**config.mk**
```make
export PLATFORM = sky130hd
export DESIGN_NAME = hazard_scoreboard
export DESIGN_NICKNAME = d
export VERILOG_FILES = /design/src/rtl/hazard_scoreboard.sv
export SDC_FILE = /design/constraint.sdc
export NUM_CORES = 1
export LEC_CHECK = 0
export ABC_AREA = 1
export CELL_PAD_IN_SITES_DETAIL_PLACEMENT = 0
export CELL_PAD_IN_SITES_GLOBAL_PLACEMENT = 2
export CORE_UTILIZATION = 35
export CTS_BUF_LIST = sky130_fd_sc_hd__clkbuf_8
export CTS_CLUSTER_DIAMETER = 150
export CTS_CLUSTER_SIZE = 25
export DETAILED_ROUTE_END_ITERATION = 16
export HOLD_SLACK_MARGIN = 0.03
export PLACE_DENSITY_LB_ADDON = 0.1
export RECOVER_POWER = 50
export SLEW_MARGIN = 20
export SYNTH_ARGS = -nofsm -noshare
export SYNTH_HDL_FRONTEND = slang
export SYNTH_SLANG_ARGS = --single-unit
export TNS_END_PERCENT = 10
```
**constraint.sdc**
```tcl
create_clock -name clock -period 5.2 [get_ports clock]
set_input_delay 1.04 -clock clock [delete_from_list [all_inputs] [get_ports clock]]
set_output_delay 1.04 -clock clock [all_outputs]
set_load 0.1 [all_outputs]
```
**src/rtl/hazard_scoreboard.sv**
```systemverilog
// Per-register result-ready scoreboard that interlocks the IF/ID -> EX boundary.
// Optional `HZD_PERF_EN adds saturating stall_cycles / raw_events counters.
module hazard_scoreboard #(
  parameter int NREGS   = 32,
  parameter int REG_W   = 5,
  parameter int MAX_LAT = 8,
  parameter int LAT_W   = 4
) (
  input  logic             clock,
  input  logic             resetn,
  input  logic             id_valid,
  input  logic [REG_W-1:0] id_rs,
  input  logic             id_rs_use,
  input  logic [REG_W-1:0] id_rt,
  input  logic             id_rt_use,
  input  logic             id_branch,
  input  logic [REG_W-1:0] id_rd,
  input  logic             id_wr,
  input  logic [LAT_W-1:0] id_lat,
  input  logic             hold,
  input  logic             flush,
  output logic             stall,
  output logic             issue,
  output logic [NREGS-1:0] pend_mask
`ifdef HZD_PERF_EN
  ,
  output logic [31:0]      stall_cycles,
  output logic [31:0]      raw_events
`endif
);

  logic [LAT_W-1:0] cnt     [NREGS];
  logic [LAT_W-1:0] cnt_nxt [NREGS];
  logic [LAT_W-1:0] lat_eff;
  logic [LAT_W-1:0] thr;
  logic [LAT_W-1:0] rs_cnt, rt_cnt, rd_cnt;
  logic             raw, waw;

  function automatic logic [LAT_W-1:0] sat_lat(input logic [LAT_W-1:0] lat);
    if (lat > LAT_W'(MAX_LAT)) return LAT_W'(MAX_LAT);
    return lat;
  endfunction

  // Register 0 is hard-wired, so it never reports a pending result.
  function automatic logic [LAT_W-1:0] cnt_of(input logic [REG_W-1:0] r);
    if (r == '0) return '0;
    return cnt[r];
  endfunction

  always_comb begin
    lat_eff = sat_lat(id_lat);
    thr     = id_branch ? '0 : LAT_W'(1);
    rs_cnt  = cnt_of(id_rs);
    rt_cnt  = cnt_of(id_rt);
    rd_cnt  = cnt_of(id_rd);
    raw     = (id_rs_use && (rs_cnt > thr)) || (id_rt_use && (rt_cnt > thr));
    waw     = id_wr && (id_rd != '0) && (rd_cnt > lat_eff);
    stall   = resetn && id_valid && !flush && !hold && (raw || waw);
    issue   = id_valid && !flush && !hold && !stall;
  end

  // Countdowns keep draining during a stall; a newly issued writer overrides its entry.
  always_comb begin
    for (int r = 0; r < NREGS; r++) begin
      cnt_nxt[r] = cnt[r];
      if (!hold) begin
        if (cnt[r] != '0) cnt_nxt[r] = cnt[r] - LAT_W'(1);
        if (issue && id_wr && (id_rd == REG_W'(r))) cnt_nxt[r] = lat_eff;
      end
    end
    cnt_nxt[0] = '0;
  end

  always_ff @(posedge clock or negedge resetn) begin
    if (!resetn) begin
      for (int r = 0; r < NREGS; r++) cnt[r] <= '0;
      pend_mask <= '0;
    end else begin
      for (int r = 0; r < NREGS; r++) begin
        cnt[r]       <= cnt_nxt[r];
        pend_mask[r] <= (cnt_nxt[r] != '0);
      end
    end
  end

`ifdef HZD_PERF_EN
  logic stall_q;

  always_ff @(posedge clock or negedge resetn) begin
    if (!resetn) begin
      stall_q      <= 1'b0;
      stall_cycles <= '0;
      raw_events   <= '0;
    end else if (!hold) begin
      stall_q <= stall;
      if (stall && (stall_cycles != '1)) stall_cycles <= stall_cycles + 32'd1;
      if (stall && raw && !stall_q && (raw_events != '1)) raw_events <= raw_events + 32'd1;
    end
  end
`endif

endmodule

```
==> impl_metrics.json <==
{
  "crit_top_cell": "nand2_1",
  "cts_num_sinks": 155,
  "antennaDiodeCount": 0,
  "synth_edf_count": 0,
  "worst-path-max-fanout": 7,
  "die_w_um": 198,
  "holdCritStartpoint": "cnt[0]",
  "ys_seq_area_frac": 0.290,
  "clock_skew_ps": 16.8,
  "synthCells": 2109,
  "cts_buffer_depth": 2,
  "vias": 14327,
  "firstDrtPassIters": 6,
  "drt-total-wl_um": 55300,
  "grt_pass1_vias": 13855,
  "p_leak_nw": 7.45,
  "cp_data_required_time_ps": 4160,
  "holdBufCountCts": 0,
  "clkTransAtPathRegs_ps": 90,
  "crit_chain": "clkdlybuf4s50_1 -> inv_2 -> nand2_1 -> buf_4 -> o21ai_0 -> o221ai_1 -> nand2_1 -> nand2_1 -> nand2_1 -> inv_1 -> ha_1 -> nor2_1 -> a21oi_1 -> nand2_1 -> nand2_1 -> nand3_2 -> a21oi_4 -> buf_12",
  "place_congestion": 1.01,
  "rsz0062_at_grt": "false",
  "max_freq_mhz": 199,
  "grt_max_degree": 70,
  "tightestPinTransition_ps": 2200,
  "min_path_cells": 2,
  "path_delay_family": "buffers and inverters",
  "numPortBuffers": 60,
  "grt_pass1_wl_um": 84900,
  "dieArea_um2": 39000,
  "cp_slowest_stage_delay_ps": 490,
  "seq_area_um2": 3880,
  "initial_core_util": 0.355,
  "vias_per_cell": 5.33,
  "num-fill-cells": 4135,
  "critPathBufInv": 5,
  "synth_area_um2": 13400,
  "finalSetupTns_ps": 0,
  "fin_nets": 2230,
  "fin_area_um2": 15300,
  "dpl_cell_area_um2": 14800,
  "power.switching_mw": 4.79,
  "swShare": 0.539,
  "wire_per_inst_um": 20.6,
  "async_flop_share": 1.00,
  "endpoint_kind": "output pin",
  "synth_warnings": 0,
  "crit_cells": 18,
  "drt_iter0_markers": 1097,
  "die_h_um": 198,
  "synth.distinct_cells": 43,
  "core-area_um2": 37700,
  "worstSkewPairLatency_ps": 550,
  "dpl.hpwl_um": 41700,
  "cap_violations": 3,
  "r2r_cells": 21,
  "cp.arrival_ps": 3970,
  "drive_gt1_frac": 0.0767,
  "synth_nets": 2174,
  "ioPinCount": 62,
  "synth_ff_type": "dfrtp_1",
  "reg2reg_from": "cnt[20]",
  "fin_util": 0.406,
  "hold_path.class": "register to register",
  "ant_nets": 0,
  "startpoint_type": "input pin",
  "ctsRootBufferMaster": "clkbuf_8",
  "synth_seq_cells": 155,
  "maxSlewHeadroom": -0.464,
  "multi_input_area_um2": 8330,
  "finalCritPeriodShare": 0.964,
  "remaining_drc_errors": 0,
  "crit_start": "id_rs[1]",
  "antenna_found_initial": 0,
  "intPower_mw": 4.10,
  "slew_violations": 162,
  "status": "finished, violations left",
  "setup-violations-final": 0,
  "fin_crit_ps": 5010,
  "syn_avg_cell_area_um2": 6.34,
  "comb_power_share": 0.612,
  "cts_made_buffers": 17,
  "power_density_nw_per_um2": 581,
  "grt_overflow": 0,
  "hold_viol_final": 0,
  "tritoncts": "built",
  "track_usage": 0.292,
  "cpMaxStageDelayCell": "clkdlybuf4s50_1",
  "row_count": 71,
  "pwr-share-clk": 0.120,
  "htree_levels": 4,
  "violations": "max-capacitance violations, max-slew violations",
  "worstSetupPathType": "input pin to output pin",
  "seq_power_share": 0.268,
  "area_growth_pct": 14.4,
  "vdd_drop_max_uv": 324
}
[worst min-delay path: cells and delay by family, from the launching register on]
family / cells / cell delay (ps)
AND/OR/NAND/NOR: 2 / 130
flip-flops: 1 / 360
[power groups by stage]
stage	Clock [mW]	Sequential, mW	Combinational [mW]
3_3_place_gp	0	2.40	5.42
2_1_floorplan	0	2.72	3.56
3_5_place_dp	0	2.39	5.43
5_1_grt	1.15	2.46	6.17
6_report	1.07	2.38	5.44
4_1_cts	1.11	2.38	5.46
[flip-flops by register name, summed over array words and instances, names as in the netlist]
signal / cells
pend_mask: 31
cnt: 124
[cell usage in the layout (no fill, tap or decap), drive strengths merged, types with 50 or more instances in the layout]
cell type | synthesis | layout
o22ai | 50 | 50
nand2 | 781 | 781
nand4 | 102 | 102
a21oi | 75 | 75
o21ai | 163 | 163
inv | 180 | 182
nand3 | 116 | 116
buf | 35 | 87
dfrtp | 155 | 155
nor2 | 230 | 230
[cell type report]
type                    instances  share of cell area
inverters                     184              0.0453
clock buffers                  20              0.0180
flip-flops and latches        155               0.253
multi-input cells            1663               0.544
well taps                     511              0.0418
clock inverters                12              0.0112
repair buffers                144              0.0859
[synthesized netlist by cell type, drive strengths merged (32+ instances only)]
library cell  number  area, um^2
a21oi             75         379
buf               35         228
clkbuf            72         270
dfrtp            155        3880
ha                37         463
inv              180         676
nand2            781        2950
nand3            116         586
nand4            102        1080
nor2             230         873
o21ai            163         816
o22ai             50         313
xor2              32         280
[path summary, 6_finish.rpt]
path,to,slack (ps)
worst max-delay path,issue,190
worst min-delay path,cnt[0],520
worst max register to register,pend_mask[28],1440
worst min register to register,cnt[0],520
max in group asynchronous,cnt[106],1500
min in group asynchronous,pend_mask[18],1140
[kinds of logic after synthesis]
| logic type | count (synthesis) | synth area share |
|---|---|---|
| AOI/OAI and AO/OA | 345 | 0.147 |
| DFF | 155 | 0.290 |
| adders and majority gates | 37 | 0.0346 |
| buffers and inverters | 291 | 0.0889 |
| and+or+nand+nor | 1246 | 0.417 |
| xor gates and xnor gates | 32 | 0.0210 |
| other | 1 | 0.000280 |
| muxes | 2 | 0.00150 |
[metal layers]
metal  share of wire  track usage
met1            0.46        0.389
met2            0.47        0.487
met3           0.048       0.0415
met4           0.022       0.0858
met5               0            0
[stage by stage]
stage / hold WS [ps] / power, mW / instances / setup WS, ps
floorplan: 466 / 6.28 / 2109 / 326
global placement: 489 / 7.83 / 2656 / -114
detailed placement: 509 / 7.82 / 2656 / -158
CTS: 365 / 8.94 / 2689 / 21.1
global route: 546 / 9.78 / 2689 / 33.6
finish: 520 / 8.89 / 2689 / 186
[repair_timing]
item                                    in CTS  in global routing
pin swaps                                    1                  2
endpoints found under the setup margin       2                  2
gates resized for setup                      3                  7
buffers inserted                             1                  0
No activity file was read; power rests on OpenSTA's default activity.
